### config.mk
export PLATFORM = sky130hd
export DESIGN_NAME = pipe_stage_reg
export DESIGN_NICKNAME = d
export VERILOG_FILES = /design/src/rtl/pipe_stage_reg.sv
export SDC_FILE = /design/constraint.sdc
export NUM_CORES = 1
export LEC_CHECK = 0
export CORE_ASPECT_RATIO = 1.1
export CORE_MARGIN = 2
export CORE_UTILIZATION = 41
export DETAILED_ROUTE_END_ITERATION = 7
export PLACE_DENSITY_LB_ADDON = 0.12
export SYNTH_ARGS = -nofsm -noshare
export SYNTH_HDL_FRONTEND = slang
export SYNTH_SLANG_ARGS = --single-unit
### constraint.sdc
create_clock -name clock -period 2.85 [get_ports clock]
set_input_delay 0.57 -clock clock [delete_from_list [all_inputs] [get_ports clock]]
set_output_delay 0.57 -clock clock [all_outputs]
set_load 0.05 [all_outputs]
### src/rtl/pipe_stage_reg.sv
// pipe_stage_reg: valid/ready pipeline stage with flush, conditional write and kill.
// Define PIPE_STAGE_SKID_EN for a two-entry skid buffer with a registered in_ready.
module pipe_stage_reg #(
  parameter int DATA_W   = 64,
  parameter int CTRL_W   = 8,
  parameter int COND_IDX = 0
) (
  input  logic              clock,
  input  logic              reset,
  input  logic              in_valid,
  output logic              in_ready,
  input  logic              in_flush,
  input  logic              in_cond_en,
  input  logic              in_cond_pass,
  input  logic [CTRL_W-1:0] in_ctrl,
  input  logic [DATA_W-1:0] in_data,
  input  logic              kill,
  output logic              out_valid,
  input  logic              out_ready,
  output logic [CTRL_W-1:0] out_ctrl,
  output logic [DATA_W-1:0] out_data,
  output logic [1:0]        occupancy
);
  localparam logic [CTRL_W-1:0] COND_MASK = CTRL_W'(1) << COND_IDX;
  logic [1:0] occ_q, occ_d;
  logic [CTRL_W-1:0] ctrl0_q, ctrl0_d, new_ctrl, nxt_ctrl;
  logic [DATA_W-1:0] data0_q, data0_d, nxt_data;
  logic acc, pop, shift, take_new;
  assign acc = in_valid & in_ready;
  assign pop = out_valid & out_ready;
  assign out_valid = occ_q != 2'd0;
  assign out_ctrl = out_valid ? ctrl0_q : '0;
  assign out_data = data0_q;
  assign occupancy = occ_q;
  always_comb begin
    new_ctrl = in_flush ? '0 : (in_cond_en & ~in_cond_pass) ? (in_ctrl & ~COND_MASK) : in_ctrl;
    take_new = acc & ((occ_q == 2'd0) | ((occ_q == 2'd1) & pop));
    ctrl0_d = take_new ? new_ctrl : shift ? nxt_ctrl : (pop | kill) ? '0 : ctrl0_q;
    data0_d = take_new ? in_data : shift ? nxt_data : data0_q;
    occ_d = occ_q + {1'b0, acc} - {1'b0, pop};
  end
`ifdef PIPE_STAGE_SKID_EN
  logic rdy_q, ld1;
  logic [CTRL_W-1:0] ctrl1_q, ctrl1_d;
  logic [DATA_W-1:0] data1_q, data1_d;
  assign in_ready = rdy_q;
  assign shift = pop & (occ_q == 2'd2);
  assign ld1 = acc & (occ_q == 2'd1) & ~pop;
  assign nxt_ctrl = kill ? '0 : ctrl1_q;
  assign nxt_data = data1_q;
  assign ctrl1_d = ld1 ? new_ctrl : (shift | kill) ? '0 : ctrl1_q;
  assign data1_d = ld1 ? in_data : data1_q;
  // in_ready comes straight from a flop, so out_ready never reaches it combinationally
  always_ff @(posedge clock or posedge reset) begin
    if (reset) begin
      rdy_q <= 1'b1;
      ctrl1_q <= '0;
      data1_q <= '0;
    end else begin
      rdy_q <= occ_d != 2'd2;
      ctrl1_q <= ctrl1_d;
      data1_q <= data1_d;
    end
  end
`else
  assign in_ready = (occ_q == 2'd0) | out_ready;
  assign shift = 1'b0;
  assign nxt_ctrl = '0;
  assign nxt_data = data0_q;
`endif
  always_ff @(posedge clock or posedge reset) begin
    if (reset) begin
      occ_q <= '0;
      ctrl0_q <= '0;
      data0_q <= '0;
    end else begin
      occ_q <= occ_d;
      ctrl0_q <= ctrl0_d;
      data0_q <= data0_d;
    end
  end
endmodule

## Word-level counts from Yosys, hierarchy flattened

Index checks and enable logic that the tools add are counted.

- Register bits: 74
- Logic and storage cells: 23

- Bitwise gates (word level): 9
- Mux-type cells: 5
- Reductions and logical operators: 3
- Add/subtract/negate cells: 2
- Equality and inequality tests: 1

Operators with widths:

| cell | count |
|---|---|
| 8-bit 2-to-1 mux | 4 |
| 1-bit bitwise AND | 5 |
| 2-bit nonzero test | 2 |
| 1-bit OR | 3 |
| 2-bit by 1-bit adder with 2-bit output | 1 |
| 2-bit by 1-bit equality test with 1-bit output, second input constant | 1 |
| 2-bit logical NOT | 1 |
| 2-bit by 1-bit subtractor with 2-bit output | 1 |
| 1-bit 2-to-1 mux | 1 |
| 1-bit NOT | 1 |

## Logic depth before layout (Yosys ltp)

- Depth after elaboration: 6
- Depth in mapped cells: 9
- Mapped depth without buffers: 8

## Least setup slack after synthesis

OpenSTA, ideal clock, no wires.

- Kind: register to register
- Start: reg occ_q[1], in the netlist occupancy[1]
- End: reg occ_q[1], in the netlist occupancy[1]
- Setup slack: 377 ps
- Arrival: 2328 ps
- Period minus slack after synthesis: 2473 ps
- Stages on the path, launching flop included: 10
- Library setup time: 146 ps
- Cell sequence: dfrtp_1 > nor2_1 > clkbuf_1 > or2_2 > nand2_1 > ha_1 > inv_1 > ha_1 > xnor2_1 > xnor2_1

- Longest elaborated chain between the ends: 5
- Elaborated cells between the ends (all ways): 7

RTL lines:

| element | RTL line | RTL |
|---|---|---|
| start, declared | 25 | `logic [1:0] occ_q, occ_d;` |
| start signal, assigned | 73 | `occ_q <= '0;` |
| start signal, assigned | 77 | `occ_q <= occ_d;` |
| 2-bit logical NOT | 66 | `assign in_ready = (occ_q == 2'd0) \| out_ready;` |
| 1-bit OR | 66 |  |
| via in_ready | 11 | `output logic in_ready,` |
| 1-bit bitwise AND | 29 | `assign acc = in_valid & in_ready;` |
| 2-bit by 1-bit adder with 2-bit output | 40 | `occ_d = occ_q + {1'b0, acc} - {1'b0, pop};` |
| 2-bit by 1-bit subtractor with 2-bit output | 40 |  |
| via occ_d[1] | 25 |  |

The timed path passes the listed nets, and every way through them passes these cells.
A chain may end at the register's enable or synchronous reset.

## Worst setup path after layout

- Start: reg occ_q[1], in the netlist occupancy[1]
- End: out out_ctrl[1]

- Longest elaborated chain between the ends: 2

RTL lines:

| element | RTL line | RTL |
|---|---|---|
| 2-bit nonzero test | 31 | `assign out_valid = occ_q != 2'd0;` |
| 8-bit 2-to-1 mux | 32 | `assign out_ctrl = out_valid ? ctrl0_q : '0;` |
| end, declared | 20 | `output logic [CTRL_W-1:0] out_ctrl,` |

No other way between the ends.

==> results_dict.tcl <==
set metrics [dict create \
    finalCritPeriodShare_pct 94.04 \
    viasPerCell 4.512 \
    cpPeakStageDelay_ns 0.72 \
    io_buffers 155 \
    grt-busiest-layer "met2" \
    maxCapViolations 0 \
    routabilityCongestion 0.7489 \
    core_area_um2 7515 \
    drcViolationCount 0 \
    antenna_found_initial 0 \
    r2r_slack_ns 0.76 \
    syn_area_per_cell_um2 17.96 \
    clk_pin_slew_ns 0.07 \
    wl_per_cell_um 15.94 \
    grt_use_met2_pct 27.53 \
    slew_viol_final 0 \
    yosysTopAreaCell "dfrtp_1" \
    crit_arrival_ns 2.11 \
    grt_max_degree 75 \
    outcome "complete, no violations" \
    clk_latency_ns 0.34 \
    final_antenna_net_count 0 \
    worstSetupPathType "flop to output pin" \
    tightest_slew_ns 0.5444 \
    setup_violations 0 \
    h-tree-depth 3 \
    synth_area_um2 3197 \
    hold_viol 0 \
    die_area_um2 8520 \
    leakage_nw 2.190 \
    io-pin-count 156 \
    fin_area_um2 5022 \
    synth_cell_types 21 \
    synth.yosys.warnings 0 \
    path_max_fanout 11 \
    rows 33 \
    dpl.hpwl_um 5100 \
    area_delta_synth_final_pct 57.10 \
    drt_iter0_drc 52 \
    final_nets 422 \
    fmax_mhz 373.1 \
    use_met3_pct 4.693 \
    place_area_um2 4816 \
    cts_buffer_depth 2 \
    hold_class "flop to flop" \
    clock-sinks 74 \
    drive_gt1_share_pct 26.16 \
    start_util_pct 42.54 \
    power.density_nw_per_um2 1369 \
    finClkSkew_ns 0.01096 \
    cts.hold.buffers_added 0 \
    ys_ff_latch 74 \
    grt_pass1_wl_um 11310 \
    start_kind "flop" \
    maxSlewHeadroom_pct 63.60 \
    crit_chain "nor2_2 > nor2b_1 > clkdlybuf4s50_1" \
    synth_area_leaders "dfrtp_1, mux2_4, buf_12" \
    synth_top_area_share_pct 57.93 \
    syn-num-nets 260 \
    period_needed_ns 2.680 \
    cp.required_ns 2.28 \
    track_usage_pct 17.33 \
    rsz0062_at_grt "no" \
    tns_ns 0 \
    cts-buffers-inserted 9 \
    ir_drop_mv 0.6580 \
    endpoint_kind "output pin" \
    grt-ovfl-total 0 \
    synth_seq_area_share_pct 57.93 \
    die_w_um 88.19 \
    die_y_um 96.61 \
    cts_tree "yes" \
    post-cts-setup-buffers 0 \
    synth_cells 178 \
    use_met1_pct 21.86 \
    antenna_cells 0 \
    cts-root-buf "clkbuf_8" \
    critPathSlowestCell "clkdlybuf4s50_1" \
    cts_resized 1 \
    grt_pass1_vias 2260 \
    dr.pass1.iters 2 \
    num_vias 2026 \
    routed_wl_um 7159 \
]
-- logic make-up (layout without fill, tap and decap cells) --
kind of cell             Yosys count  count (layout)  synth area share (%)
multiplexers                      64              64                 29.59
buffers and inverters             11             177                 4.579
AND/OR/NAND/NOR                   15              15                 3.483
flip-flops                        74              74                 57.93
AO/OA/AOI/OAI                     10              10                 3.092
XOR/XNOR                           2               2                0.5480
adder cells (fa/ha/maj)            2               2                0.7827
-- critical path, delay by kind of cell (launching register included) --
family                 cells  cell delay, ns
DFF                        1            0.48
buffers and inverters      1            0.72
and+or+nand+nor            2            0.58
-- layout by cell type (no fill, tap or decap), types with 2 or more instances in the layout --
master	netlist	layout
clkdlybuf4s50_1	0	154
dfrtp_1	74	74
mux2_4	60	60
clkbuf_8	0	12
nor2b_1	8	8
a22o_1	7	7
mux2_2	4	4
buf_12	6	3
inv_1	3	2
xnor2_1	2	2
ha_1	2	2
buf_4	0	2
-- through the flow --
step	std cells	hold WS (ns)	utilization (%)	power, mW	worst slack [ns]
after global routing	449	0.5181	66.83	7.141	0.05227
after global placement	434	0.4756	64.09	6.016	0.3827
after detailed placement	434	0.4768	64.09	6.057	0.3024
final	449	0.4894	66.83	6.876	0.1698
after CTS	449	0.4930	66.83	6.926	0.1493
after floorplan	178	0.4554	-	4.787	0.3766
-- cell usage after synthesis --
library cell / number
a211oi_4: 1
a22o_1: 7
a32o_1: 1
buf_12: 6
buf_6: 1
clkbuf_1: 1
dfrtp_1: 74
ha_1: 2
inv_1: 3
mux2_2: 4
mux2_4: 60
nand2_1: 1
nand2b_1: 1
nor2_1: 1
nor2b_1: 8
nor2b_4: 1
nor3b_2: 1
nor4b_2: 1
o21a_1: 1
or2_2: 1
xnor2_1: 2
-- sequential cells by signal (all words and copies together), names as in the netlist --
signal and flops:
occupancy 2, ctrl0_q 8, out_data 64
-- power breakdown --
| part | internal, mW | total, mW | switching, mW |
|---|---|---|---|
| clock network | 0.471 | 0.839 | 0.368 |
| logic | 1.74 | 4.19 | 2.46 |
| registers | 1.55 | 1.84 | 0.293 |
-- worst paths after layout --
kind,start,to,cells past startpoint
hold / removal,ctrl0_q[0],ctrl0_q[0],1
setup / recovery,occupancy[1],out_ctrl[1],3
setup reg to reg,occupancy[1],occupancy[1],8
min in group asynchronous,reset,out_data[40],3
max in group asynchronous,reset,out_data[31],3
hold reg to reg,ctrl0_q[0],ctrl0_q[0],1
-- cell type report --
type | instances | area [µm²]
Fill cell | 588 | 2492
Sequential cell | 74 | 1852
Timing Repair Buffer | 159 | 1617
Multi-Input combinational cell | 93 | 1207
Clock buffer | 13 | 168.9
Tap cell | 105 | 131.4
Clock inverter | 2 | 35.03
Inverter | 3 | 11.26
-- routing by layer --
metal	vias to the layer above	wire (µm)	share of wire [%]
li1	944	-	-
met1	986	3061	43
met2	87	3447	48
met3	9	531	7.4
met4	0	119	1.7
met5	-	0	0
No activity file was read; power rests on OpenSTA's default activity.
